### config.mk
export PLATFORM = sky130hd
export DESIGN_NAME = obi_rr_arbiter_flat
export DESIGN_NICKNAME = d
export VERILOG_FILES = /design/src/rtl/obi_arb_pkg.sv /design/src/rtl/obi_rr_arbiter_if.sv /design/src/rtl/obi_id_fifo.sv /design/src/rtl/obi_rr_arbiter.sv /design/src/flat_wrapper.sv
export SDC_FILE = /design/constraint.sdc
export NUM_CORES = 1
export LEC_CHECK = 0
export CAP_MARGIN = 10
export CORE_AREA = 2 2 140 142
export DETAILED_ROUTE_END_ITERATION = 8
export DIE_AREA = 0 0 142 144
export SLEW_MARGIN = 25
export SYNTH_ARGS = -nofsm -noshare
export SYNTH_HDL_FRONTEND = slang
export SYNTH_SLANG_ARGS = --single-unit
### constraint.sdc
create_clock -name clk_i -period 5 [get_ports clk_i]
set_input_delay 1.5 -clock clk_i [delete_from_list [all_inputs] [get_ports clk_i]]
set_output_delay 1.5 -clock clk_i [all_outputs]
set_load 0.02 [all_outputs]
### src/rtl/obi_arb_pkg.sv
// Shared helpers for the OBI round-robin arbiter slice.
package obi_arb_pkg;

  // Index width for n masters; never narrower than one bit.
  function automatic int unsigned idx_width(input int unsigned n);
    return (n <= 2) ? 1 : $clog2(n);
  endfunction

endpackage

### src/rtl/obi_rr_arbiter_if.sv
// Master-side and slave-side OBI signals of the arbiter, bundled for port use.
interface obi_rr_arbiter_if #(
    parameter int unsigned NR_MASTERS = 3,
    parameter int unsigned ADDR_WIDTH = 32,
    parameter int unsigned DATA_WIDTH = 32
);
    logic [NR_MASTERS-1:0]                   m_req_i;
    logic [NR_MASTERS-1:0][ADDR_WIDTH-1:0]   m_addr_i;
    logic [NR_MASTERS-1:0][DATA_WIDTH-1:0]   m_wdata_i;
    logic [NR_MASTERS-1:0]                   m_we_i;
    logic [NR_MASTERS-1:0][DATA_WIDTH/8-1:0] m_be_i;
    logic [NR_MASTERS-1:0]                   m_gnt_o;
    logic [NR_MASTERS-1:0]                   m_rvalid_o;
    logic [DATA_WIDTH-1:0]                   m_rdata_o;
    logic                                    s_req_o;
    logic                                    s_we_o;
    logic [ADDR_WIDTH-1:0]                   s_addr_o;
    logic [DATA_WIDTH/8-1:0]                 s_be_o;
    logic [DATA_WIDTH-1:0]                   s_wdata_o;
    logic                                    s_gnt_i;
    logic                                    s_rvalid_i;
    logic [DATA_WIDTH-1:0]                   s_rdata_i;

    // master: the arbiter itself, which acts as the single OBI master of the slave port
    modport master (
        input  m_req_i, m_addr_i, m_wdata_i, m_we_i, m_be_i, s_gnt_i, s_rvalid_i, s_rdata_i,
        output m_gnt_o, m_rvalid_o, m_rdata_o, s_req_o, s_we_o, s_addr_o, s_be_o, s_wdata_o
    );
    modport slave (
        output m_req_i, m_addr_i, m_wdata_i, m_we_i, m_be_i, s_gnt_i, s_rvalid_i, s_rdata_i,
        input  m_gnt_o, m_rvalid_o, m_rdata_o, s_req_o, s_we_o, s_addr_o, s_be_o, s_wdata_o
    );
endinterface

### src/rtl/obi_id_fifo.sv
// Response-order FIFO: remembers which master owns each outstanding transaction.
module obi_id_fifo #(
    parameter int unsigned WIDTH = 2,
    parameter int unsigned DEPTH = 4,
    localparam int unsigned PW = (DEPTH > 1) ? $clog2(DEPTH) : 1,
    localparam int unsigned CW = $clog2(DEPTH + 1)
) (
    input  logic             clk_i,
    input  logic             rst_i,
    input  logic             push_i,
    input  logic [WIDTH-1:0] data_i,
    input  logic             pop_i,
    output logic [WIDTH-1:0] head_o,
    output logic [CW-1:0]    count_o,
    output logic             full_o,
    output logic             empty_o
);
    logic [DEPTH-1:0][WIDTH-1:0] mem_q;
    logic [PW-1:0]               wptr_q, wptr_d, rptr_q, rptr_d;
    logic [CW-1:0]               count_q, count_d;
    logic                        push_ok, pop_ok;

    assign full_o  = (count_q == CW'(DEPTH));
    assign empty_o = (count_q == '0);
    assign push_ok = push_i & ~full_o;
    assign pop_ok  = pop_i & ~empty_o;
    assign head_o  = mem_q[rptr_q];
    assign count_o = count_q;

    always_comb begin
        wptr_d  = wptr_q;
        rptr_d  = rptr_q;
        count_d = count_q;
        // pointers wrap explicitly so non-power-of-two depths work
        if (push_ok) wptr_d = (wptr_q == PW'(DEPTH - 1)) ? '0 : wptr_q + 1'b1;
        if (pop_ok)  rptr_d = (rptr_q == PW'(DEPTH - 1)) ? '0 : rptr_q + 1'b1;
        if (push_ok && !pop_ok)      count_d = count_q + 1'b1;
        else if (pop_ok && !push_ok) count_d = count_q - 1'b1;
    end

    always_ff @(posedge clk_i or posedge rst_i) begin
        if (rst_i) begin
            wptr_q  <= '0;
            rptr_q  <= '0;
            count_q <= '0;
        end else begin
            wptr_q  <= wptr_d;
            rptr_q  <= rptr_d;
            count_q <= count_d;
        end
    end

    always_ff @(posedge clk_i) begin
        if (push_ok) mem_q[wptr_q] <= data_i;
    end
endmodule

### src/rtl/obi_rr_arbiter.sv
// Round-robin OBI arbiter: NR_MASTERS masters onto one slave, in-order responses.
module obi_rr_arbiter
    import obi_arb_pkg::*;
#(
    parameter int unsigned NR_MASTERS      = 3,
    parameter int unsigned ADDR_WIDTH      = 32,
    parameter int unsigned DATA_WIDTH      = 32,
    parameter int unsigned MAX_OUTSTANDING = 4,
    localparam int unsigned CNT_W          = $clog2(MAX_OUTSTANDING + 1)
) (
    input  logic              clk_i,
    input  logic              rst_i,
    obi_rr_arbiter_if.master  bus,
    output logic [CNT_W-1:0]  outstanding_o,
    output logic              err_o
);
    localparam int unsigned IW = idx_width(NR_MASTERS);

    typedef struct packed {
        logic [ADDR_WIDTH-1:0]   addr;
        logic                    we;
        logic [DATA_WIDTH/8-1:0] be;
        logic [DATA_WIDTH-1:0]   wdata;
    } req_t;

    req_t [NR_MASTERS-1:0] m_reqs;
    req_t                  sel_req;
    logic [IW-1:0]         rr_ptr_q, rr_ptr_d, lock_idx_q, lock_idx_d;
    logic                  lock_q, lock_d, err_q, err_d;
    logic [IW-1:0]         sel_rr, sel, head;
    logic                  s_req, hs, pop, fifo_full, fifo_empty;

    for (genvar k = 0; k < NR_MASTERS; k++) begin : g_m
        assign m_reqs[k]         = '{addr: bus.m_addr_i[k], we: bus.m_we_i[k],
                                     be: bus.m_be_i[k], wdata: bus.m_wdata_i[k]};
        assign bus.m_gnt_o[k]    = hs  && (sel == IW'(k));
        assign bus.m_rvalid_o[k] = pop && (head == IW'(k));
    end

    always_comb begin
        int idx;
        logic found;
        idx    = 0;
        found  = 1'b0;
        sel_rr = rr_ptr_q;
        for (int i = 0; i < NR_MASTERS; i++) begin
            idx = (int'(rr_ptr_q) + i) % NR_MASTERS;
            if (!found && bus.m_req_i[idx]) begin
                found  = 1'b1;
                sel_rr = IW'(idx);
            end
        end
    end

    // A pending (ungranted) offer keeps its master until the handshake completes
    assign sel     = lock_q ? lock_idx_q : sel_rr;
    assign sel_req = m_reqs[sel];
    assign s_req   = ~rst_i & (|bus.m_req_i) & ~fifo_full;
    assign hs      = s_req & bus.s_gnt_i;
    assign pop     = ~rst_i & bus.s_rvalid_i & ~fifo_empty;

    assign bus.s_req_o   = s_req;
    assign bus.s_addr_o  = sel_req.addr;
    assign bus.s_we_o    = sel_req.we;
    assign bus.s_be_o    = sel_req.be;
    assign bus.s_wdata_o = sel_req.wdata;
    assign bus.m_rdata_o = bus.s_rdata_i;
    assign err_o         = err_q;

    always_comb begin
        rr_ptr_d   = rr_ptr_q;
        lock_d     = lock_q;
        lock_idx_d = lock_idx_q;
        err_d      = err_q | (bus.s_rvalid_i & fifo_empty);
        if (hs) begin
            rr_ptr_d = (sel == IW'(NR_MASTERS - 1)) ? '0 : sel + 1'b1;
            lock_d   = 1'b0;
        end else if (s_req) begin
            lock_d     = 1'b1;
            lock_idx_d = sel;
        end
    end

    always_ff @(posedge clk_i or posedge rst_i) begin
        if (rst_i) begin
            rr_ptr_q   <= '0;
            lock_q     <= 1'b0;
            lock_idx_q <= '0;
            err_q      <= 1'b0;
        end else begin
            rr_ptr_q   <= rr_ptr_d;
            lock_q     <= lock_d;
            lock_idx_q <= lock_idx_d;
            err_q      <= err_d;
        end
    end

    obi_id_fifo #(.WIDTH(IW), .DEPTH(MAX_OUTSTANDING)) u_fifo (
        .clk_i  (clk_i),
        .rst_i  (rst_i),
        .push_i (hs),
        .data_i (sel),
        .pop_i  (pop),
        .head_o (head),
        .count_o(outstanding_o),
        .full_o (fifo_full),
        .empty_o(fifo_empty)
    );
endmodule

### src/flat_wrapper.sv
// flat-port wrapper written by rule: the top's interface ports become plain ports
module obi_rr_arbiter_flat import obi_arb_pkg::*;
#(
    parameter int unsigned NR_MASTERS      = 3,
    parameter int unsigned ADDR_WIDTH      = 32,
    parameter int unsigned DATA_WIDTH      = 32,
    parameter int unsigned MAX_OUTSTANDING = 4,
    localparam int unsigned CNT_W          = $clog2(MAX_OUTSTANDING + 1)
)
  (clk_i, rst_i, outstanding_o, err_o, bus_m_req_i, bus_m_addr_i, bus_m_wdata_i, bus_m_we_i, bus_m_be_i, bus_s_gnt_i, bus_s_rvalid_i, bus_s_rdata_i, bus_m_gnt_o, bus_m_rvalid_o, bus_m_rdata_o, bus_s_req_o, bus_s_we_o, bus_s_addr_o, bus_s_be_o, bus_s_wdata_o);
  obi_rr_arbiter_if #(.NR_MASTERS(NR_MASTERS), .ADDR_WIDTH(ADDR_WIDTH), .DATA_WIDTH(DATA_WIDTH)) bus_i ();
  input  logic clk_i;
  input  logic rst_i;
  output logic [CNT_W-1:0] outstanding_o;
  output logic err_o;
  input wire logic [$bits(bus_i.m_req_i)-1:0] bus_m_req_i;
  input wire logic [$bits(bus_i.m_addr_i)-1:0] bus_m_addr_i;
  input wire logic [$bits(bus_i.m_wdata_i)-1:0] bus_m_wdata_i;
  input wire logic [$bits(bus_i.m_we_i)-1:0] bus_m_we_i;
  input wire logic [$bits(bus_i.m_be_i)-1:0] bus_m_be_i;
  input wire logic [$bits(bus_i.s_gnt_i)-1:0] bus_s_gnt_i;
  input wire logic [$bits(bus_i.s_rvalid_i)-1:0] bus_s_rvalid_i;
  input wire logic [$bits(bus_i.s_rdata_i)-1:0] bus_s_rdata_i;
  output wire logic [$bits(bus_i.m_gnt_o)-1:0] bus_m_gnt_o;
  output wire logic [$bits(bus_i.m_rvalid_o)-1:0] bus_m_rvalid_o;
  output wire logic [$bits(bus_i.m_rdata_o)-1:0] bus_m_rdata_o;
  output wire logic [$bits(bus_i.s_req_o)-1:0] bus_s_req_o;
  output wire logic [$bits(bus_i.s_we_o)-1:0] bus_s_we_o;
  output wire logic [$bits(bus_i.s_addr_o)-1:0] bus_s_addr_o;
  output wire logic [$bits(bus_i.s_be_o)-1:0] bus_s_be_o;
  output wire logic [$bits(bus_i.s_wdata_o)-1:0] bus_s_wdata_o;
  assign bus_i.m_req_i = bus_m_req_i;
  assign bus_i.m_addr_i = bus_m_addr_i;
  assign bus_i.m_wdata_i = bus_m_wdata_i;
  assign bus_i.m_we_i = bus_m_we_i;
  assign bus_i.m_be_i = bus_m_be_i;
  assign bus_i.s_gnt_i = bus_s_gnt_i;
  assign bus_i.s_rvalid_i = bus_s_rvalid_i;
  assign bus_i.s_rdata_i = bus_s_rdata_i;
  assign bus_m_gnt_o = bus_i.m_gnt_o;
  assign bus_m_rvalid_o = bus_i.m_rvalid_o;
  assign bus_m_rdata_o = bus_i.m_rdata_o;
  assign bus_s_req_o = bus_i.s_req_o;
  assign bus_s_we_o = bus_i.s_we_o;
  assign bus_s_addr_o = bus_i.s_addr_o;
  assign bus_s_be_o = bus_i.s_be_o;
  assign bus_s_wdata_o = bus_i.s_wdata_o;
  obi_rr_arbiter #(.NR_MASTERS(NR_MASTERS), .ADDR_WIDTH(ADDR_WIDTH), .DATA_WIDTH(DATA_WIDTH), .MAX_OUTSTANDING(MAX_OUTSTANDING)) u_core (.clk_i(clk_i), .rst_i(rst_i), .bus(bus_i), .outstanding_o(outstanding_o), .err_o(err_o));
endmodule
## Yosys cells after proc, flatten, opt, wreduce, memory -nomap -nowiden

Cells that the tools add are included.

- Bits in registers: 21
- Input port bits: 246
- Logic and storage cells: 99

- Add/subtract/negate cells: 7
- Divide/modulo/power cells: 3
- $lt $le $gt $ge: 7
- Equality and inequality tests: 7
- Mux-type cells: 29
- Bitwise logic cells: 13
- Reduce and logical (&&, ||, !) cells: 22

Operators by type and width:

| kind | number |
|---|---|
| $bmux W69 S2 | 1 |
| $lt A32 B4 Y1 const B | 3 |
| $mux W69 | 1 |
| $mod A32 B2 Y32 const B | 2 |
| $mod A2 B2 Y32 const B | 1 |
| $mux W2 | 9 |
| $logic_and A1 B1 Y1 | 11 |
| $mux W1 | 10 |
| $lt A2 B3 Y1 const B | 3 |
| $and A1 B1 Y1 | 8 |
| $bwmux W8 | 1 |
| $eq A2 B2 Y1 const B | 4 |
| $add A2 B1 Y2 const B | 3 |
| $bmux W1 S2 | 3 |
| $mux W3 | 2 |
| $bmux W2 S2 | 1 |
| $demux W2 S2 | 1 |
| $eq A2 B1 Y1 const B | 2 |
| $logic_not A1 Y1 | 4 |
| $logic_not A2 Y1 | 2 |
| $not A1 Y1 | 4 |
| $reduce_bool A2 Y1 | 2 |
| $add A2 B1 Y3 const B | 1 |
| $add A2 B2 Y3 const B | 1 |
| 8 further kinds | 8 |

## Depth between registers and ports, before layout

Gate-level depths: netlist of run 1.

- Depth in word-level cells: 14
- Depth in mapped cells: 12
- Depth with buffers taken out: 10

## Modules after synthesis

Synthesis of run 1 repeated with hierarchy kept, for this count alone.

- Cell total of the unflattened synthesis: 394
- Area, all modules: 3283.1 um^2

Modules (own cells, without submodules):

| module | instances | cells each | area an instance (um^2) | seq. area each (um^2) |
|---|---|---|---|---|
| obi_rr_arbiter | 1 | 346 | 2547.4 | 150.1 |
| obi_id_fifo | 1 | 48 | 735.7 | 415.4 |

## Worst setup path before layout of run 1

Ideal clock, no wire load.

- Path kind: input port to output port
- From: input bus_m_req_i[2]
- To: output bus_m_gnt_o[2]
- Arrival: 3275 ps
- Required time: 3500 ps
- Setup slack: 225 ps
- Stages: 6
- Buffers on the path: 0
- Cells stage by stage: nor3_1 > a211oi_1 > nand2_1 > inv_1 > nand2_1 > a21oi_1

- Elaborated cells on any way between the ends: 25

RTL lines:

| what | line | RTL |
|---|---|---|
| start, declared | flat_wrapper.sv:16 | `input wire logic [$bits(bus_i.m_req_i)-1:0] bus_m_req_i;` |
| $reduce_or A3 Y1 | obi_rr_arbiter.sv:58 | `assign s_req = ~rst_i & (\|bus.m_req_i) & ~fifo_full;` |
| $and A1 B1 Y1 (2 in series) | obi_rr_arbiter.sv:58 |  |
| via bus_s_req_o | flat_wrapper.sv:27 | `output wire logic [$bits(bus_i.s_req_o)-1:0] bus_s_req_o;` |
| $and A1 B1 Y1 | obi_rr_arbiter.sv:59 | `assign hs = s_req & bus.s_gnt_i;` |
| $logic_and A1 B1 Y1 | obi_rr_arbiter.sv:36 | `assign bus.m_gnt_o[k] = hs && (sel == IW'(k));` |
| end, declared | flat_wrapper.sv:24 | `output wire logic [$bits(bus_i.m_gnt_o)-1:0] bus_m_gnt_o;` |

The timed path passes the listed nets, and every way through them passes these cells. The select of a mux whose other input is x is not followed.

## Worst setup path in the final report of run 1

- From: input bus_m_req_i[0]
- To: output bus_s_addr_o[0]

- Longest elaborated chain between the ends: 13
- Elaborated cells on any way between the ends: 21

RTL lines:

| what | line | RTL |
|---|---|---|
| $bmux W1 S2 | obi_rr_arbiter.sv:48 | `if (!found && bus.m_req_i[idx]) begin` |
| $mux W1 (not written as such) (2 in series) | obi_rr_arbiter.sv:48 |  |
| $mux W1 | obi_rr_arbiter.sv:48 |  |
| $logic_not A1 Y1 | obi_rr_arbiter.sv:48 |  |
| $logic_and A1 B1 Y1 | obi_rr_arbiter.sv:48 |  |
| $mux W1 | obi_rr_arbiter.sv:48 |  |
| $logic_not A1 Y1 | obi_rr_arbiter.sv:48 |  |
| $logic_and A1 B1 Y1 | obi_rr_arbiter.sv:48 |  |
| $mux W2 (*) | obi_rr_arbiter.sv:48 |  |
| $mux W2 (*) | obi_rr_arbiter.sv:56 | `assign sel = lock_q ? lock_idx_q : sel_rr;` |
| $bmux W69 S2 (*) | obi_rr_arbiter.sv:57 | `assign sel_req = m_reqs[sel];` |
| $mux W69 (not written as such) (*) | obi_rr_arbiter.sv:57 |  |
| end, declared | flat_wrapper.sv:29 | `output wire logic [$bits(bus_i.s_addr_o)-1:0] bus_s_addr_o;` |

Mark *: on every way between the ends. The rest lies on a longest branch, timed or not. The select of a mux whose other input is x is not followed.

==> flow_metrics.tcl, run 1 <==
set metrics [dict create \
    drc 0 \
    cts_hold_buf 0 \
    clock.fmax_ghz 0.204 \
    ant_nets 0 \
    row_count 51 \
    grt_max_degree 47 \
    fillers 2022 \
    clkLatencyLatePin_ns 0.25 \
    fin_skew_ns 0.00368 \
    grt-ovfl-total 0 \
    dieArea_um2 20400 \
    synth_mux_area_share_pct 3.29 \
    max-slew-margin-rel_pct 64.0 \
    portBuffers 293 \
    holdPathStages 1 \
    vias_per_cell 4.93 \
    cp_slowest_stage_delay_ns 0.40 \
    path_max_fanout 13 \
    rsz0062_at_grt "false" \
    crit_top_cell "buf_4" \
    cp-start-kind "input pin" \
    synth-simple-area-share_pct 17.4 \
    dieHeight_um 144 \
    worstMarginPinSlew_ns 0.540 \
    required_ns 3.50 \
    clock_path_buffers 2 \
    vias 4816 \
    status "finished, final reports clean" \
    syn-num-nets 737 \
    start_util_pct 19.6 \
    yosysUniqueCellTypes 47 \
    reg2reg_depth 12 \
    grt_pass1_wl_um 25800 \
    synthCells 481 \
    ioPinCount 358 \
    fin_crit_ns 4.89 \
    instances_no_fill 977 \
    grt_use_met2_pct 28.6 \
    synth-main-ff-cell "dfrtp_1" \
    fin_ws_ns 0.106 \
    cts_root_buffer "clkbuf_16" \
    clock_sinks 21 \
    wl_per_cell_um 17.7 \
    synth_edf_count 8 \
    drive_gt1_share_pct 25.5 \
    critPathKind "in -> out" \
    synthXorXnorAreaFrac_pct 0.704 \
    synth_compound_area_share_pct 38.0 \
    dpl.cell_count 965 \
    synth_top_family_by_area "compound AO/OA/AOI/OAI gates" \
    endpoint_kind "output pin" \
    hold_end "u_core.err_o" \
    hold_viol_final 0 \
    power_leakage_nw 2.92 \
    met1_usage_pct 19.6 \
    powerDensity_nw_per_um2 685 \
    setup_viol_count_final 0 \
    nets 995 \
    path_clk_slew_ns 0.06 \
    cts_max_level 1 \
    die_w_um 142 \
    synthAdderAreaFrac_pct 3.55 \
    wl_um 17300 \
    r2r_slack_ns 2.34 \
    dp_hpwl_um 12900 \
    min_path_type "reg -> reg" \
    async_reset_ff_share_pct 61.9 \
    syn_to_final_growth_pct 83.9 \
    cp_slowest_cell "a311o_1" \
    holdCritStartpoint "u_core.err_o" \
    dp_worst_setup_slack_ns -0.722 \
    cp.arrival_ns 3.39 \
    cts_buffers 3 \
    syn_avg_cell_area_um2 7.76 \
    min_period_over_period_pct 97.9 \
    grt_pass1_vias 4659 \
    synth_area_um2 3730 \
    use_met3_pct 2.98 \
    crit_chain "buf_2 > mux2i_2 > o2111ai_1 > a311o_1 > nand3_4 > buf_4 > bufbuf_16 > nand4_1 > o211ai_1 > buf_4" \
    ir_drop_uv 339 \
    finalHoldWorstSlack_ns 0.465 \
    core_area_um2 19100 \
    gr-usage-all-layers_pct 15.7 \
    report.final.slew_viol_count 0 \
    drt_iter0_drc 259 \
    place.gp.congestion 0.782 \
    reg2reg_to "u_core.rr_ptr_q[0]" \
    cts_tree "done" \
    reg2reg_from "u_core.rr_ptr_q[0]" \
    busiest_layer "met2" \
    antenna_found_initial 1 \
    yosys_warnings 0 \
    synth_seq_cells 21 \
    drv_cap 0 \
    first_pass_iters 4 \
    yosysSeqAreaShare_pct 15.2 \
]
final cells by class:
cell class	instances	area, um2	area share (%)
diodes	1	2.50	0.0365
clock buffers	3	75.1	1.09
clock inverters	1	7.51	0.109
inverters	80	303	4.41
multi-input cells	292	2420	35.3
flip-flops and latches	21	566	8.24
well taps	238	298	4.34
repair buffers	341	3190	46.5
cells in the mapped netlist, types with 2 or more instances:
cell / n / area [um2]
buf_1: 3 / 11.3
mux2_2: 2 / 22.5
xor2_1: 2 / 17.5
dfrtp_1: 13 / 325
buf_4: 33 / 248
and3_1: 4 / 25.0
a21oi_1: 3 / 15.0
buf_2: 25 / 125
a21o_1: 2 / 15.0
nand3b_1: 2 / 15.0
mux2i_1: 4 / 40.0
nor3b_1: 2 / 15.0
inv_1: 79 / 297
nand4_1: 69 / 432
and2_1: 2 / 12.5
nand3_2: 2 / 20.0
clkbuf_1: 23 / 86.3
edfxtp_1: 8 / 240
mux4_2: 2 / 45.0
ha_1: 9 / 113
o211ai_1: 100 / 751
nor3_1: 4 / 20.0
nand2b_1: 2 / 12.5
o21ai_0: 7 / 35.0
nand2_1: 8 / 30.0
o211ai_2: 40 / 500
buf_6: 4 / 45.0
nor2_1: 8 / 30.0
cells by family after synthesis:
group,count (synthesis)
xor+xnor,3
mux,9
compound gates,162
simple gates,108
flops,21
fa+ha+maj,10
buf+inv,168
state kept, by name, summed over array words and instances, names as in the netlist:
register               cells
u_core.lock_q              1
u_core.u_fifo.rptr_q       2
u_core.rr_ptr_q            2
u_core.u_fifo.count_o      3
u_core.u_fifo.mem_q        8
u_core.err_o               1
u_core.u_fifo.wptr_q       2
u_core.lock_idx_q          2
where the power goes:
part / total (mW) / leakage [nW] / switching (mW) / internal, mW
Clock: 0.170 / 0.0371 / 0.0617 / 0.108
Sequential: 0.313 / 0.228 / 0.0624 / 0.251
Combinational: 4.22 / 2.65 / 2.45 / 1.77
Total: 4.70 / 2.92 / 2.58 / 2.13
layer usage:
metal	vias up	wire length, um
li1	2316	-
met1	2265	7010
met2	211	8860
met3	22	1210
met4	2	199
met5	-	13
what timing repair did:
action,CTS,global route
cloned,3,0
endpoints found under the setup margin,72,72
buffers inserted,3,1
pin swaps,9,4
resized for setup,310,16
hold endpoints to repair,0,0
cells in the final DEF (no fill, tap or decap), types with 3 or more instances in the layout:
master and instances:
and3_1 4, buf_12 13, buf_2 59, buf_4 42
clkbuf_16 3, clkbuf_2 4, clkdlybuf4s50_1 217, dfrtp_1 13
edfxtp_1 8, ha_1 9, inv_1 79, nand2_1 7
nand4_1 69, nor2_1 8, nor3_1 4, o211ai_1 100
o211ai_2 40, o21ai_0 7
worst max-delay path, delay by kind of cell:
family / cells / cell delay (ns)
mux: 1 / 0.18
simple gates: 2 / 0.30
compound gates: 3 / 0.68
buf+inv: 4 / 0.73
worst max-delay path by stage:
stage | slack [ns] | from | cells past startpoint | end
global route | 0.002 | bus_m_req_i[0] | 10 | bus_s_addr_o[6]
global placement | -0.67 | bus_m_req_i[1] | 9 | bus_s_wdata_o[0]
floorplan | 0.22 | bus_m_req_i[2] | 6 | bus_m_gnt_o[2]
CTS | 0.005 | bus_m_req_i[2] | 10 | bus_s_addr_o[0]
detailed placement | -0.72 | bus_m_req_i[1] | 9 | bus_s_wdata_o[1]
finish | 0.11 | bus_m_req_i[0] | 10 | bus_s_addr_o[0]
metrics by stage:
step | TNS [ns] | total power [mW] | utilization [%] | instance area, um2
6_report | 0 | 4.70 | 36.0 | 6860
5_1_grt | 0 | 5.03 | 35.9 | 6860
4_1_cts | 0 | 4.72 | 35.9 | 6850
3_5_place_dp | -47.37 | 4.79 | 36.4 | 6940
3_3_place_gp | -45.40 | 4.79 | 36.4 | 6940
2_1_floorplan | 0 | 2.77 | - | 3730
Power figures use the tool's default switching activity.
==> inputs of run 2 (changes only) <==
--- a/config.mk
+++ b/config.mk
@@ -5,6 +5,7 @@
 export SDC_FILE = /design/constraint.sdc
 export NUM_CORES = 1
 export LEC_CHECK = 0
+export ABC_CLOCK_PERIOD_IN_PS = 5000
 export CAP_MARGIN = 10
 export CORE_AREA = 2 2 140 142
 export DETAILED_ROUTE_END_ITERATION = 8
==> results of run 2 <==
No change in the layout: final DEF, timing and power equal those of run 1.
